<file path="config.mk">
export PLATFORM = sky130hd
export DESIGN_NAME = seg_capture_flat
export DESIGN_NICKNAME = d
export VERILOG_FILES = /design/src/rtl/seg_capture_if.sv /design/src/rtl/seg_capture.sv /design/src/flat_wrapper.sv
export SDC_FILE = /design/constraint.sdc
export NUM_CORES = 1
export LEC_CHECK = 0
export CORE_MARGIN = 2
export CORE_UTILIZATION = 46
export CTS_BUF_LIST = sky130_fd_sc_hd__clkbuf_8
export CTS_CLUSTER_DIAMETER = 60
export DETAILED_ROUTE_END_ITERATION = 8
export GPL_TIMING_DRIVEN = 0
export PLACE_DENSITY = 0.71
export SLEW_MARGIN = 25
export SYNTH_ARGS = -nofsm -noshare
export SYNTH_HDL_FRONTEND = slang
export SYNTH_SLANG_ARGS = --single-unit
</file>
<file path="constraint.sdc">
create_clock -name clk -period 2.9 [get_ports clk]
set_clock_uncertainty 0.2 [all_clocks]
set_input_delay 0.58 -clock clk [delete_from_list [all_inputs] [get_ports clk]]
set_output_delay 0.58 -clock clk [all_outputs]
set_load 0.01 [all_outputs]
</file>
<file path="src/rtl/seg_capture_if.sv">
// Bus bundle for the seven-segment capture block.
// The bench drives through the master modport; seg_capture uses the slave modport.
interface seg_capture_if;
  logic [6:0]  seg;
  logic [3:0]  dig_en;
  logic        clear;
  logic [15:0] frame_value;
  logic        frame_valid;
  logic [3:0]  digit_valid;
  logic        pat_err;
  logic [1:0]  err_digit;

  modport master (
    output seg, dig_en, clear,
    input  frame_value, frame_valid, digit_valid, pat_err, err_digit
  );

  modport slave (
    input  seg, dig_en, clear,
    output frame_value, frame_valid, digit_valid, pat_err, err_digit
  );
endinterface

</file>
<file path="src/rtl/seg_capture.sv">
// Seven-segment display scan capture.
// Samples the multiplexed segment/digit-strobe lines and waits for them to
// settle. It decodes each settled digit to a nibble and assembles four
// digits into a 16-bit frame.
//
// state  | meaning
// SETTLE | sample changing or not yet stable long enough; counting
// HELD   | digit captured for the current sample; waiting for a change
module seg_capture #(
  parameter int STABLE_CYCLES = 4
) (
  input logic          clk,
  input logic          rst_n,
  seg_capture_if.slave bus
);

  localparam logic [7:0] STABLE = 8'(STABLE_CYCLES);

  typedef enum logic {SETTLE, HELD} state_t;

  state_t      state, state_nxt;
  logic [10:0] samp;
  logic [7:0]  cnt, cnt_nxt;
  logic [15:0] work;
  logic [15:0] frame_value;
  logic        frame_valid;
  logic [3:0]  digit_valid;
  logic        pat_err;
  logic [1:0]  err_digit;
  logic        frame_pend;

  logic [10:0] raw;
  logic        same;
  logic        onehot;
  logic [1:0]  idx;
  logic        capture;
  logic [4:0]  dec;
  logic [3:0]  dv_set;

  assign raw = {bus.dig_en, bus.seg};

  // Decode {a..g} into {valid, nibble}.
  function automatic logic [4:0] decode(input logic [6:0] s);
    case (s)
      7'b1111110: decode = 5'h10;
      7'b0110000: decode = 5'h11;
      7'b1101101: decode = 5'h12;
      7'b1111001: decode = 5'h13;
      7'b0110011: decode = 5'h14;
      7'b1011011: decode = 5'h15;
      7'b1011111: decode = 5'h16;
      7'b1110000: decode = 5'h17;
      7'b1111111: decode = 5'h18;
      7'b1111011: decode = 5'h19;
      7'b1110111: decode = 5'h1A;
      7'b0011111: decode = 5'h1B;
      7'b1001110: decode = 5'h1C;
      7'b0111101: decode = 5'h1D;
      7'b1001111: decode = 5'h1E;
      7'b1000111: decode = 5'h1F;
      default:    decode = 5'h00;
    endcase
  endfunction

  // Stability tracking, digit selection and FSM next state.
  always_comb begin
    same      = (raw == samp);
    onehot    = 1'b1;
    idx       = 2'd0;
    cnt_nxt   = cnt;
    capture   = 1'b0;
    state_nxt = state;
    dec       = decode(samp[6:0]);

    case (samp[10:7])
      4'b0001: idx = 2'd0;
      4'b0010: idx = 2'd1;
      4'b0100: idx = 2'd2;
      4'b1000: idx = 2'd3;
      default: onehot = 1'b0;
    endcase

    dv_set = digit_valid | (4'b0001 << idx);

    if (bus.clear || !same) begin
      cnt_nxt = 8'd0;
    end else if (cnt != STABLE) begin
      cnt_nxt = cnt + 8'd1;
    end

    // Capture only on the edge where the count first reaches the threshold.
    if (state == SETTLE && same && onehot && !bus.clear &&
        cnt_nxt == STABLE && cnt != STABLE) begin
      capture = 1'b1;
    end

    case (state)
      SETTLE: if (capture) state_nxt = HELD;
      HELD:   if (!same) state_nxt = SETTLE;
      default: state_nxt = SETTLE;
    endcase

    if (bus.clear) state_nxt = SETTLE;
  end

  // FSM state, sample register and stability counter.
  always_ff @(posedge clk or negedge rst_n) begin
    if (!rst_n) begin
      state <= SETTLE;
      samp  <= 11'd0;
      cnt   <= 8'd0;
    end else begin
      state <= state_nxt;
      samp  <= raw;
      cnt   <= cnt_nxt;
    end
  end

  // Working register, per-digit valid flags, error reporting and frame output.
  always_ff @(posedge clk or negedge rst_n) begin
    if (!rst_n) begin
      work        <= 16'd0;
      frame_value <= 16'd0;
      frame_valid <= 1'b0;
      digit_valid <= 4'd0;
      pat_err     <= 1'b0;
      err_digit   <= 2'd0;
      frame_pend  <= 1'b0;
    end else begin
      frame_valid <= 1'b0;
      pat_err     <= 1'b0;
      // A completed frame is published even if clear arrives on the same edge.
      if (frame_pend) begin
        frame_value <= work;
        frame_valid <= 1'b1;
      end
      if (bus.clear) begin
        work        <= 16'd0;
        digit_valid <= 4'd0;
        frame_pend  <= 1'b0;
      end else if (frame_pend) begin
        digit_valid <= 4'd0;
        frame_pend  <= 1'b0;
      end else if (capture) begin
        if (dec[4]) begin
          work[{idx, 2'b00} +: 4] <= dec[3:0];
          digit_valid             <= dv_set;
          frame_pend              <= (dv_set == 4'hF);
        end else begin
          pat_err          <= 1'b1;
          err_digit        <= idx;
          digit_valid[idx] <= 1'b0;
        end
      end
    end
  end

  assign bus.frame_value = frame_value;
  assign bus.frame_valid = frame_valid;
  assign bus.digit_valid = digit_valid;
  assign bus.pat_err     = pat_err;
  assign bus.err_digit   = err_digit;

endmodule
</file>
<file path="src/flat_wrapper.sv">
// flat-port wrapper written by rule: the top's interface ports become plain ports
module seg_capture_flat 
#(
  parameter int STABLE_CYCLES = 4
)
  (clk, rst_n, bus_seg, bus_dig_en, bus_clear, bus_frame_value, bus_frame_valid, bus_digit_valid, bus_pat_err, bus_err_digit);
  seg_capture_if bus_i ();
  input logic clk;
  input logic rst_n;
  input wire logic [$bits(bus_i.seg)-1:0] bus_seg;
  input wire logic [$bits(bus_i.dig_en)-1:0] bus_dig_en;
  input wire logic [$bits(bus_i.clear)-1:0] bus_clear;
  output wire logic [$bits(bus_i.frame_value)-1:0] bus_frame_value;
  output wire logic [$bits(bus_i.frame_valid)-1:0] bus_frame_valid;
  output wire logic [$bits(bus_i.digit_valid)-1:0] bus_digit_valid;
  output wire logic [$bits(bus_i.pat_err)-1:0] bus_pat_err;
  output wire logic [$bits(bus_i.err_digit)-1:0] bus_err_digit;
  assign bus_i.seg = bus_seg;
  assign bus_i.dig_en = bus_dig_en;
  assign bus_i.clear = bus_clear;
  assign bus_frame_value = bus_i.frame_value;
  assign bus_frame_valid = bus_i.frame_valid;
  assign bus_digit_valid = bus_i.digit_valid;
  assign bus_pat_err = bus_i.pat_err;
  assign bus_err_digit = bus_i.err_digit;
  seg_capture #(.STABLE_CYCLES(STABLE_CYCLES)) u_core (.clk(clk), .rst_n(rst_n), .bus(bus_i));
endmodule
</file>
==> Yosys cells after proc, flatten, opt, wreduce, memory -nomap -nowiden <==
Cells that the tools add are included.
W data, S select, Z words.
{ "classes": {"add_sub_neg": 2, "n_lt_le_gt_ge": 2, "n_eq_ne": 25, "n_shift": 3, "muxes": 30, "bitwise": 7, "reduce_logical": 15} }
{ "op_table": {"columns": ["cell", "n"], "rows": [
  ["$eq A7 B7 Y1 const B", 12],
  ["$pmux W5 S16", 1],
  ["$mux W16", 4],
  ["$eq A7 B6 Y1 const B", 3],
  ["$bwmux W16", 1],
  ["$mux W4", 4],
  ["$mux W8", 2],
  ["$shift A4 B6 Y16 const A", 1],
  ["$shiftx A4 B6 Y16", 1],
  ["$mux W1", 15],
  ["$eq A11 B11 Y1", 1],
  ["$add A8 B1 Y8 const B", 1],
  ["$eq A4 B4 Y1 const B", 2],
  ["$eq A8 B3 Y1 const B", 1],
  ["$ne A8 B3 Y1 const B", 1],
  ["$eq A7 B5 Y1 const B", 1],
  ["$logic_and A1 B1 Y1", 6],
  ["$neg A4 Y6", 1],
  ["$pmux W2 S3", 1],
  ["$and A4 B4 Y4", 1],
  ["$eq A4 B1 Y1 const B", 1],
  ["$eq A4 B2 Y1 const B", 1],
  ["$eq A4 B3 Y1 const B", 1],
  ["$not A1 Y1", 4],
  ["15 further kinds", 17]
]} }
{ "totals": {"ff_bits": 61, "in_bits": 14, "wordCells": 94} }

==> Longest topological paths before layout <==
Gate-level depths: netlist of the first run.
{ "logic_depth": {"depth_word": 12, "mapped_depth": 9} }

==> Worst setup path after synthesis of the first run <==
OpenSTA, ideal clock, no wires.
{ "synth_path": {"path_type": "flip-flop to flip-flop", "from": "register u_core.samp[10]", "to": "register u_core.work[4]", "setup_time_ps": 67, "arrival_ps": 2216, "path_slack_ps": 418, "path_stages_with_launch": 10, "n_path_buf": 0, "period_less_slack_ps": 2482, "path_cell_list": "dfrtp_1 -> xnor2_1 -> nor3_1 -> inv_1 -> ha_1 -> nor2b_1 -> and2_1 -> nand2_1 -> nor3_1 -> a22o_1"} }
{ "synth_via": {"word_cells_on_any_way": 28} }
{ "synth_rtl": {"columns": ["element", "line_no", "source"], "rows": [
  ["start, declared", "seg_capture.sv:22", "logic [10:0] samp;"],
  ["start signal, assigned", "seg_capture.sv:114", "samp <= raw;"],
  ["$eq A4 B4 Y1 (tied with other cells)", "seg_capture.sv:75", "case (samp[10:7])"],
  ["$pmux W2 S3 *", "seg_capture.sv:75", null],
  ["via u_core.idx[1]", "seg_capture.sv:35", "logic [1:0] idx;"],
  ["$neg A4 Y6 *", "seg_capture.sv:146", "work[{idx, 2'b00} +: 4] <= dec[3:0];"],
  ["$shiftx A4 B6 Y16 / $shift A4 B6 Y16 (equally long branches)", "seg_capture.sv:146", null],
  ["$bwmux W16 *", "seg_capture.sv:146", null],
  ["$mux W16 *", "seg_capture.sv:145", "if (dec[4]) begin"],
  ["$mux W16 *", "seg_capture.sv:144", "end else if (capture) begin"],
  ["$mux W16 *", "seg_capture.sv:141", "end else if (frame_pend) begin"],
  ["$mux W16 *", "seg_capture.sv:137", "if (bus.clear) begin"],
  ["end signal, assigned by index", "seg_capture.sv:146", null],
  ["end, declared", "seg_capture.sv:24", "logic [15:0] work;"]
]} }
Mark *: on every way through the listed nets, which the timed path passes. The rest lies on a longest branch. The select of a mux whose other input is x is not followed.
A chain may end at the register's enable or synchronous reset.

==> Worst setup path in the final report of the first run <==
{ "layout_path": {"from": "input port bus_seg[4]", "to": "register u_core.err_digit[1] (netlist: u_core.bus.err_digit[1])"} }
{ "layout_via": {"elab_chain_cells": 9, "word_cells_on_any_way": 12} }
{ "layout_lines": {"columns": ["element", "line_no", "source"], "rows": [
  ["start, declared", "flat_wrapper.sv:10", "input wire logic [$bits(bus_i.seg)-1:0] bus_seg;"],
  ["$eq A11 B11 Y1 *", "seg_capture.sv:67", "same = (raw == samp);"],
  ["$logic_not A1 Y1", "seg_capture.sv:85", "if (bus.clear || !same) begin"],
  ["$logic_or A1 B1 Y1", "seg_capture.sv:85", null],
  ["$mux W8", "seg_capture.sv:85", null],
  ["$eq A8 B3 Y1", "seg_capture.sv:93", "cnt_nxt == STABLE && cnt != STABLE) begin"],
  ["$logic_and A1 B1 Y1 *", "seg_capture.sv:92", "if (state == SETTLE && same && onehot && !bus.clear &&"],
  ["$logic_and A1 B1 Y1 *", "seg_capture.sv:93", null],
  ["$mux W1 *", "seg_capture.sv:92", null],
  ["$reduce_and A4 Y1 (no source line) *", null, null],
  ["end signal, assigned", "seg_capture.sv:151", "err_digit <= idx;"],
  ["end, declared", "seg_capture.sv:29", "logic [1:0] err_digit;"]
]} }
Mark *: on every way between the ends. The rest lies on a longest branch, timed or not.

==> results of run 1 <==
==> kinds of logic after synthesis <==
| logic type | count (synthesis) |
|---|---|
| compound gates | 45 |
| fa+ha+maj | 10 |
| flops | 61 |
| simple gates | 111 |
| xor+xnor | 21 |
| mux | 27 |
| buf+inv | 24 |
==> power by group through the flow <==
stage	clock network [mW]	registers (mW)	logic, mW
after detailed placement	0	0.885	0.153
final	0.788	0.870	0.155
after global routing	0.852	0.871	0.173
after floorplan	0	0.882	0.0928
after global placement	0	0.884	0.147
after CTS	0.805	0.869	0.155
==> area by class of cell <==
type                            count  area share
Timing Repair Buffer               38      0.0975
Clock buffer                       12      0.0415
Multi-Input combinational cell    214       0.408
Sequential cell                    61       0.384
Clock inverter                      4      0.0116
Buffer                             14      0.0186
Inverter                           10     0.00943
Tap cell                           96      0.0302
==> what timing repair did <==
item,4_1_cts,5_1_grt
hold buffers,1,0
endpoints found under the setup margin,11,17
resized for setup,1,4
hold endpoints to repair,25,0
cloned,0,0
==> cell usage in the layout (no fill, tap or decap), drive strengths merged, types with 2 or more instances in the layout <==
cell type / count
dfrtp: 61
clkdlybuf4s50: 35
nand2: 32
nor2: 18
mux2: 18
xnor2: 17
clkbuf: 16
buf: 12
inv: 11
nand4: 11
ha: 10
mux2i: 9
nand3: 7
o21ai: 7
nor3: 7
a21oi: 6
a22o: 6
and3: 5
nor4: 5
xor2: 4
and2: 4
nand2b: 4
o31ai: 4
nor4b: 3
and4b: 3
o211ai: 3
and3b: 3
a31oi: 3
or2: 2
o22ai: 2
a32o: 2
a32oi: 2
a22oi: 2
or4: 2
==> flip-flops by register name, summed over array words and instances, names as in the netlist, 2 cells and up <==
name / flops
u_core.bus.frame_value: 16
u_core.work: 16
u_core.samp: 11
u_core.cnt: 8
u_core.bus.digit_valid: 4
u_core.bus.err_digit: 2
==> stage by stage <==
stage / instance area, um2 / hold WS, ps / std cells / total power, mW / setup WS (ps)
after global routing: 3980 / 184 / 449 / 1.90 / 18.9
final: 3980 / 178 / 449 / 1.81 / 256
after global placement: 3720 / 156 / 431 / 1.03 / -823
after detailed placement: 3740 / 165 / 432 / 1.04 / -206
after CTS: 3970 / 180 / 449 / 1.83 / 68.4
after floorplan: 3240 / 84.4 / 299 / 0.975 / 418
==> worst max-delay path by stage <==
stage,endpoint,slack [ps],depth (start not counted),from
finish,u_core.bus.err_digit[1]$_DFFE_PN0P_,260,7,bus_seg[4]
global route,u_core.frame_pend$_DFF_PN0_,20,7,u_core.samp[4]$_DFF_PN0_
CTS,u_core.bus.err_digit[1]$_DFFE_PN0P_,70,7,u_core.samp[4]$_DFF_PN0_
detailed placement,u_core.bus.err_digit[1]$_DFFE_PN0P_,-210,7,bus_dig_en[0]
global placement,u_core.samp[5]$_DFF_PN0_,-820,1,rst_n
floorplan,u_core.work[4]$_DFFE_PN0P_,420,9,u_core.samp[10]$_DFF_PN0_
==> layer usage <==
layer  vias up  GRT usage  wire (um)
met3         6     0.0556        298
met1      1150      0.252       3120
met4         0     0.0629         79
met2        58      0.268       2850
li1       1185          -          -
met5         -          0          0
==> critical path, cell delays in order <==
cell,delay (ps)
sky130_fd_sc_hd__clkdlybuf4s50_1,510
sky130_fd_sc_hd__xnor2_1,140
sky130_fd_sc_hd__nand4_1,160
sky130_fd_sc_hd__nor3_4,350
sky130_fd_sc_hd__nand4_4,220
sky130_fd_sc_hd__nor4_4,360
sky130_fd_sc_hd__mux2_4,330
==> metrics.log, run 1 <==
INFO  metric chipWidth = 87.9 um
INFO  metric synth-seq-area-share = 0.471
INFO  metric worst-endpoint-arrival = 2670 ps
INFO  metric final_hold_viol_count = 0
INFO  metric p_switching = around 0.43 mW
INFO  metric synth_top_cell_area_share = 0.471
INFO  metric synth_compound_gate_area_share = 0.108
INFO  metric internal_power = 1.38 mW
INFO  metric ff2ff_setup_slack = ~260 ps
INFO  metric power_density = ~460 nW/um2
INFO  metric p_comb_frac = 0.086
INFO  metric hold_end = u_core.bus.frame_valid$_DFF_PN0_
INFO  metric antenna_cells = 0
INFO  metric netSwitchingFraction = 0.236
INFO  metric regToRegStartpoint = u_core.cnt[0]$_DFF_PN0_
INFO  metric initial_antenna_violation_count = 0
INFO  metric wl_per_cell = approximately 14 um
INFO  metric first_pass_grt_wire_length = ~11000 um
INFO  metric rsz0062_at_grt = false
INFO  metric clock_latency = 340 ps
INFO  metric postSynth.asyncResetShare = 1.00
INFO  metric finalWirelength = ~6300 um
INFO  metric area.growth.synth_to_final = 22.8%
INFO  metric main_combinational_cell_family_by_area_after_synthesis = simple AND/OR/NAND/NOR gates
INFO  metric critical_path.endpoint_type = flip-flop
INFO  metric starting_utilization_of_the_core_area = 0.477
INFO  metric multi_input_area = roughly 1600 um2
INFO  metric synth_area = between 3000 and 4000 um2
INFO  metric synthesis.nets = roughly 320
INFO  metric hp-start = u_core.frame_pend$_DFF_PN0_
INFO  metric min-delay-path-class = reg -> reg
INFO  metric drt-pass1-iter-count = 5
INFO  metric syn-instance-count = about 300
INFO  metric synth_fa_ha_area_frac = 0.0386
INFO  metric netlist_top_cells_area = sky130_fd_sc_hd__dfrtp_1 (47%), sky130_fd_sc_hd__mux2_2 (5.6%), sky130_fd_sc_hd__xnor2_1 (4.6%)
INFO  metric cts_tree = yes
INFO  metric drtAntennaViolNets = 0
INFO  metric min_period = 2640 ps
INFO  metric die_area = 7730 um2
INFO  metric run_status = finished, final reports clean
INFO  metric synth-edff-count = 0
INFO  metric post-route-drc-count = 0
INFO  metric fraction_of_the_core_area_covered_by_cells_at_the_end_of_the_flow = 0.586
INFO  metric largest_net_degree_at_the_start_of_global_routing = 37
INFO  metric avg_cell_area_syn = approximately 11 um2
INFO  metric worst-slew-pin-transition = about 820 ps
INFO  metric numCtsBuffers = 9
INFO  metric synthXorXnorAreaFrac = 0.0568
INFO  metric hpwlAfterDp = 4640 um
INFO  metric synth-warning-count = 0
INFO  metric post-route-period-util = 0.912
INFO  metric finalSetupViolations = 0
INFO  metric number_of_clock_sinks = 61
INFO  metric layout-drive-gt1-share = 0.164
INFO  metric vdd_ir_drop_max = roughly 0.33 mV
INFO  metric synth.most_common_cell = sky130_fd_sc_hd__dfrtp_1
INFO  metric final_max_slew_viol_count = 0
INFO  metric post_synth_mux_area_share = 0.0927
INFO  metric core_area = approximately 6800 um2
INFO  metric power_frac_clock = 0.435
INFO  metric row_count = 30
INFO  metric netlist_top_cells_count = sky130_fd_sc_hd__dfrtp_1 (61), sky130_fd_sc_hd__nand2_1 (32), sky130_fd_sc_hd__nor2_1 (18), sky130_fd_sc_hd__xnor2_1 (17), sky130_fd_sc_hd__mux2_2 (16)
INFO  metric critPathLaunchType = primary input
INFO  metric simple_gate_share_of_the_synthesized_area = 0.199
INFO  metric port_buffers = 36
INFO  metric cp.required = 2930 ps
INFO  metric nNetsFinal = about 370
INFO  metric global_route.overflow_total = 0
INFO  metric dr.first_iter.drc_count = 86
INFO  metric max_freq = approximately 0.38 GHz
INFO  metric power.leakage = between 1.5 and 2 nW
INFO  metric postCtsSetupRepairBufs = 0
INFO  metric hold-path-cell-count = 0
INFO  metric cts_root_buf = sky130_fd_sc_hd__clkbuf_8
INFO  metric synth.ff_latch_count = 61
INFO  metric place.gp.congestion = 0.879
INFO  metric htree_num_levels = 3
INFO  metric synth_top_area_cell = sky130_fd_sc_hd__dfrtp_1
INFO  metric grt_pass1_vias = ~2200
INFO  metric max-cap-violations = 0
INFO  metric vias = between 2000 and 2500
INFO  metric worst_slew_margin_rel = 0.451
INFO  metric path_clk_slew = approximately 70 ps
INFO  metric synth.lib_cells_used.distinct = 57
INFO  metric clk_path_buf_depth = 2
INFO  metric power_frac_seq = 0.480
INFO  metric track_usage = 0.181
INFO  metric ff2ff_path_depth = 8
INFO  metric sequential_cell_area = 1530 um2
INFO  metric timing_worst_setup_path_type = in -> reg
INFO  metric n_fill_cell = ~600
INFO  metric die_y = between 80 and 90 um
INFO  metric timing.setup.tns = 0 ps
INFO  metric r2r_end = u_core.work[4]$_DFFE_PN0P_
INFO  metric postSynth.topFlopCell = sky130_fd_sc_hd__dfrtp_1
INFO  metric ioPinCount = 38
INFO  metric path_max_fanout = 8
INFO  metric detail_route.vias_per_cell = about 5.3
Power figures use the tool's default switching activity.
==> inputs of run 2 (changes only) <==
- CTS_CLUSTER_DIAMETER: 60 -> not set
- DONT_BUFFER_PORTS: not set -> 1
- PLACE_DENSITY: 0.71 -> 0.64
==> metrics.log, run 2 (synthesized netlist as in run 1, its figures left out) <==
INFO  metric internal_power = 1.25 mW
INFO  metric worst-endpoint-arrival = about 2700 ps
INFO  metric critical_path.slowest_cell = sky130_fd_sc_hd__dfrtp_1
INFO  metric ioPinCount = 38
INFO  metric most_frequent_standard_cell_in_the_layout_excluding_fill_and_tap_cells = sky130_fd_sc_hd__dfrtp_1
INFO  metric drt-pass1-iter-count = 4
INFO  metric drtAntennaViolNets = 0
INFO  metric min-delay-path-class = in -> reg
INFO  metric place_worst_setup_slack = -76.1 ps
INFO  metric final_hold_viol_count = 0
INFO  metric placedCellCount = 395
INFO  metric power.leakage = roughly 1.6 nW
INFO  metric cts_tree = yes
INFO  metric dr.first_iter.drc_count = between 80 and 90
INFO  metric die_area = between 7000 and 8000 um2
INFO  metric path_max_fanout = 10
INFO  metric layout-drive-gt1-share = 0.178
INFO  metric min_period = between 2000 and 3000 ps
INFO  metric place.gp.congestion = approximately 0.84
INFO  metric netSwitchingFraction = 0.238
INFO  metric largest_registers = u_core.bus.frame_value x16, u_core.work x16, u_core.samp x11
INFO  metric antenna_cells = 0
INFO  metric rsz0062_at_grt = true
INFO  metric track_usage = 0.178
INFO  metric power_density = 458 nW/um2
INFO  metric worst_path_largest_cell_delay = around 430 ps
INFO  metric finalSetupViolations = 0
INFO  metric number_of_clock_sinks = 61
INFO  metric finalNonFillerCells = approximately 410
INFO  metric fin_ws = roughly 210 ps
INFO  metric power_frac_seq = 0.530
INFO  metric postCtsSetupRepairBufs = 0
INFO  metric timing_worst_setup_path_type = reg -> reg
INFO  metric post-route-drc-count = 0
INFO  metric vdd_ir_drop_max = 0.255 mV
INFO  metric worst_slew_margin_rel = 0.455
INFO  metric nNetsFinal = 336
INFO  metric worst-slew-pin-transition = slightly above 800 ps
INFO  metric timing.setup.tns = 0 ps
INFO  metric hpwlAfterDp = ~4600 um
INFO  metric fraction_of_the_core_area_covered_by_cells_at_the_end_of_the_flow = 0.527
INFO  metric area.growth.synth_to_final = 10.5%
INFO  metric power_frac_clock = 0.385
INFO  metric post-layout-total-power = around 1.6 mW
INFO  metric grt_pass1_vias = about 2200
INFO  metric starting_utilization_of_the_core_area = 0.477
INFO  metric vias = around 2200
INFO  metric cts_root_buf = sky130_fd_sc_hd__clkbuf_8
INFO  metric max-cap-violations = 0
INFO  metric wl_per_cell = 15.3 um
INFO  metric p_switching = about 0.4 mW
INFO  metric critical_path.endpoint_type = flip-flop
INFO  metric post-route-period-util = 0.927
INFO  metric port_buffers = 0
INFO  metric numCtsBuffers = 9
INFO  metric global_route.overflow_total = 0
INFO  metric detail_route.vias_per_cell = 5.46
INFO  metric core_area = 6790 um2
INFO  metric p_comb_frac = 0.085
INFO  metric chipWidth = roughly 90 um
INFO  metric htree_num_levels = 3
INFO  metric initial_antenna_violation_count = 0
INFO  metric first_pass_grt_wire_length = 10600 um
INFO  metric clk_path_buf_depth = 2
INFO  metric path_clk_slew = roughly 60 ps
INFO  metric cp.required = just under 3000 ps
INFO  metric row_count = 30
INFO  metric final_max_slew_viol_count = 0
INFO  metric max_freq = 0.372 GHz
INFO  metric worstPathCellList = buf_2 > and4b_1 > o21ai_0 > o31ai_1 > or4_4 > buf_6 > nor4_4 > mux2_4
INFO  metric clock_latency = around 330 ps
INFO  metric largest_net_degree_at_the_start_of_global_routing = just over 60
INFO  metric finalWirelength = 6300 um
INFO  metric final_cell_mix = sky130_fd_sc_hd__dfrtp_1 (61), sky130_fd_sc_hd__nand2_1 (32), sky130_fd_sc_hd__nor2_1 (18)
INFO  metric run_status = finished, final reports clean
INFO  metric die_y = between 80 and 90 um
INFO  metric critPathLaunchType = flip-flop
==> run 2: changes by cell type in the layout (fill, tap and decap cells not counted), sizes merged <==
| cell | previous run | this run |
|---|---|---|
| buf | 12 | 11 |
| bufinv | 1 | 0 |
| clkbuf | 16 | 15 |
| clkdlybuf4s50 | 35 | 0 |
| clkinv | 1 | 2 |
| clkinvlp | 1 | 0 |
==> run 2: final timing paths <==
path                                                  endpoint  slack [ps]                   startpoint  cells after the start
max                        u_core.bus.err_digit[1]$_DFFE_PN0P_         210     u_core.samp[3]$_DFF_PN0_                      8
min                                   u_core.samp[8]$_DFF_PN0_          70                bus_dig_en[1]                      0
max reg2reg                u_core.bus.err_digit[1]$_DFFE_PN0P_         210     u_core.samp[3]$_DFF_PN0_                      8
min reg2reg                   u_core.bus.frame_valid$_DFF_PN0_         170  u_core.frame_pend$_DFF_PN0_                      0
max in group asynchronous           u_core.work[3]$_DFFE_PN0P_        1640                        rst_n                      2
min in group asynchronous             u_core.samp[7]$_DFF_PN0_         610                        rst_n                      2
==> run 2: metal layers <==
layer,GRT usage,wire length [um]
met2,0.279,2920
met4,0.0755,108
met3,0.0443,262
met1,0.237,3010
met5,0,0
==> run 2: through the flow <==
| step | hold slack [ps] | instance area, um2 |
|---|---|---|
| floorplan | 84.4 | 3240 |
| global placement | 86.5 | 3360 |
| detailed placement | 86.5 | 3360 |
| CTS | 59.4 | 3570 |
| global route | 59.4 | 3580 |
| finish | 71.8 | 3580 |
==> run 2: critical path: cells and delay by family, from the launching register on <==
kind	cells	cell delay, ps
AND/OR/NAND/NOR	3	880
flip-flops	1	430
buffers and inverters	2	370
AO/OA/AOI/OAI	2	360
multiplexers	1	330
==> run 2: final cells by class <==
type | count | area [um2]
Fill cell | 603 | 3210
Clock inverter | 3 | 13.8
Sequential cell | 61 | 1530
Timing Repair Buffer | 2 | 37.5
Tap cell | 96 | 120
Buffer | 14 | 73.8
Multi-Input combinational cell | 214 | 1620
Clock buffer | 11 | 151
Inverter | 10 | 37.5
==> run 2: what timing repair did <==
action,CTS,global route
hold buffers,2,0
hold endpoints to repair,61,0
resized for setup,1,4
setup endpoints to repair,11,16
cloned,0,0
==> run 2: power by group through the flow <==
stage               clock, mW  sequential [mW]  combinational, mW
floorplan                   0            0.882             0.0928
global placement            0            0.885              0.112
detailed placement          0            0.885              0.115
CTS                     0.656            0.870              0.138
global route            0.693            0.871              0.157
finish                  0.632            0.870              0.140
==> inputs of run 3 (changes only) <==
- DONT_BUFFER_PORTS: 1 -> not set
- PLACE_DENSITY: 0.64 -> 0.76
==> metrics.log, run 3 (synthesized netlist as in run 1, its figures left out) <==
INFO  metric run_status = finished, final reports clean
INFO  metric vias = 2413
INFO  metric finalNonFillerCells = around 450
INFO  metric worst_setup_startpoint = u_core.cnt[0]$_DFF_PN0_
INFO  metric critPathBufInv = 1
INFO  metric cts_tree = yes
INFO  metric power_density = 469 nW/um2
INFO  metric post-route-drc-count = 0
INFO  metric worstPathCellList = ha_1 > nand3_1 > or2_2 > a211o_1 > and3_1 > buf_2 > a31oi_1 > a22o_1
INFO  metric post-route-period-util = 0.930
INFO  metric timing.setup.tns = 0 ps
INFO  metric numCtsBuffers = 9
INFO  metric post-route-cell-area = ~4000 um2
INFO  metric chipWidth = about 88 um
INFO  metric layout-drive-gt1-share = 0.170
INFO  metric detail_route.vias_per_cell = ~5.4
INFO  metric nNetsFinal = between 300 and 400
INFO  metric max_freq = 0.371 GHz
INFO  metric worst_path_largest_cell_delay = approximately 440 ps
INFO  metric ff2ff_setup_slack = between 200 and 250 ps
INFO  metric hold-path-cell-count = 0
INFO  metric worst-slew-pin-transition = around 840 ps
INFO  metric die_area = between 7000 and 8000 um2
INFO  metric timing_worst_setup_path_type = reg -> reg
INFO  metric clk_path_buf_depth = 2
INFO  metric critPathLaunchType = flip-flop
INFO  metric place.gp.congestion = approximately 0.90
INFO  metric hold_end = u_core.bus.frame_valid$_DFF_PN0_
INFO  metric worst-endpoint-arrival = 2780 ps
INFO  metric fin_worst_hold_slack = 173 ps
INFO  metric starting_utilization_of_the_core_area = 0.477
INFO  metric most_frequent_standard_cell_in_the_layout_excluding_fill_and_tap_cells = sky130_fd_sc_hd__dfrtp_1
INFO  metric cp.required = 2980 ps
INFO  metric clock_latency = about 340 ps
INFO  metric n_fill_cell = a little under 600
INFO  metric ff2ff_path_depth = 8
INFO  metric cts_root_buf = sky130_fd_sc_hd__clkbuf_8
INFO  metric core_area = around 6800 um2
INFO  metric min_period = 2700 ps
INFO  metric row_count = 30
INFO  metric wl_per_cell = between 10 and 15 um
INFO  metric final_max_slew_viol_count = 0
INFO  metric drtAntennaViolNets = 0
INFO  metric path_max_fanout = 8
INFO  metric vdd_ir_drop_max = ~0.24 mV
INFO  metric hpwlAfterDp = between 4000 and 5000 um
INFO  metric finalWirelength = 6690 um
INFO  metric dr.first_iter.drc_count = around 110
INFO  metric area.growth.synth_to_final = 23.3%
INFO  metric grt_pass1_vias = roughly 2400
INFO  metric power.leakage = 1.78 nW
INFO  metric antenna_cells = 0
INFO  metric final_hold_viol_count = 0
INFO  metric min-delay-path-class = reg -> reg
INFO  metric max-cap-violations = 0
INFO  metric timing.critical_path.max_delay_family = compound AO/OA/AOI/OAI gates
INFO  metric placed_area = ~3700 um2
INFO  metric largest_registers = u_core.bus.frame_value x16, u_core.work x16, u_core.samp x11
INFO  metric largest_net_degree_at_the_start_of_global_routing = 37
INFO  metric port_buffers = 36
INFO  metric initial_antenna_violation_count = 0
INFO  metric hp-start = u_core.frame_pend$_DFF_PN0_
INFO  metric critical_path.endpoint_type = flip-flop
INFO  metric finalSetupViolations = 0
INFO  metric htree_num_levels = 3
INFO  metric die_y = about 90 um
INFO  metric ioPinCount = 38
INFO  metric drt-pass1-iter-count = 4
INFO  metric regToRegStartpoint = u_core.cnt[0]$_DFF_PN0_
INFO  metric r2r_end = u_core.work[4]$_DFFE_PN0P_
INFO  metric final_cell_mix = sky130_fd_sc_hd__dfrtp_1 (61), sky130_fd_sc_hd__clkdlybuf4s50_1 (35), sky130_fd_sc_hd__nand2_1 (32)
INFO  metric track_usage = 0.194
INFO  metric placedCellCount = 432
INFO  metric number_of_clock_sinks = between 60 and 70
INFO  metric path_clk_slew = 70 ps
INFO  metric worst_slew_margin_rel = 0.438
INFO  metric global_route.overflow_total = 0
INFO  metric first_pass_grt_wire_length = roughly 11000 um
INFO  metric critical_path.slowest_cell = sky130_fd_sc_hd__dfrtp_1
INFO  metric fraction_of_the_core_area_covered_by_cells_at_the_end_of_the_flow = 0.588
run 3: cell types whose count changed in the layout (fill, tap and decap cells not counted):
cell / before / now
sky130_fd_sc_hd__nor4_1: 3 / 4
sky130_fd_sc_hd__buf_16: 1 / 0
sky130_fd_sc_hd__buf_4: 1 / 2
sky130_fd_sc_hd__clkinv_4: 0 / 1
sky130_fd_sc_hd__nor4_2: 1 / 0
sky130_fd_sc_hd__clkdlybuf4s50_1: 0 / 35
sky130_fd_sc_hd__buf_12: 0 / 1
sky130_fd_sc_hd__nor3_4: 1 / 2
sky130_fd_sc_hd__clkinvlp_4: 0 / 1
sky130_fd_sc_hd__inv_1: 11 / 10
sky130_fd_sc_hd__bufinv_16: 0 / 2
sky130_fd_sc_hd__nor3_1: 5 / 4
sky130_fd_sc_hd__clkbuf_8: 11 / 10
run 3: how the worst max path moves through the flow:
stage | end | slack, ps | depth (start not counted)
2_1_floorplan | u_core.work[4]$_DFFE_PN0P_ | 420 | 9
4_1_cts | u_core.bus.err_digit[0]$_DFFE_PN0P_ | 90 | 7
3_3_place_gp | u_core.samp[5]$_DFF_PN0_ | -810 | 1
3_5_place_dp | u_core.bus.err_digit[0]$_DFFE_PN0P_ | -280 | 7
6_report | u_core.work[4]$_DFFE_PN0P_ | 200 | 8
5_1_grt | u_core.frame_pend$_DFF_PN0_ | -8 | 8
run 3: power by group:
group / total [mW] / internal, mW / switching [mW]
clock network: 0.849 / 0.505 / 0.344
registers: 0.870 / 0.858 / 0.0114
logic: 0.156 / 0.0639 / 0.0926
run 3: final cells by class:
type | instances | area (um2) | area share
Clock inverter | 6 | 86.3 | 0.0216
Clock buffer | 10 | 138 | 0.0344
Timing Repair Buffer | 38 | 388 | 0.0971
Buffer | 14 | 73.8 | 0.0185
Tap cell | 96 | 120 | 0.0301
Inverter | 10 | 37.5 | 0.00939
Sequential cell | 61 | 1530 | 0.382
Multi-Input combinational cell | 214 | 1630 | 0.407
run 3: per-stage QoR:
stage / setup WS [ps] / total power [mW]
4_1_cts: 88.3 / 1.89
2_1_floorplan: 418 / 0.975
5_1_grt: -8.19 / 1.95
3_5_place_dp: -282 / 1.04
3_3_place_gp: -809 / 1.03
6_report: 204 / 1.88
run 3: metal layers:
layer / wire (um) / share of wire / GRT usage
met1: 3140 / 0.47 / 0.250
met2: 3180 / 0.48 / 0.306
met3: 262 / 0.039 / 0.0434
met4: 112 / 0.017 / 0.0965
met5: 0 / 0 / 0
run 3: timing repair:
item	CTS	global route
hold endpoints to repair	25	0
buffers inserted	0	0
hold buffers	1	0
gates resized for setup	2	4
setup endpoints to repair	14	14
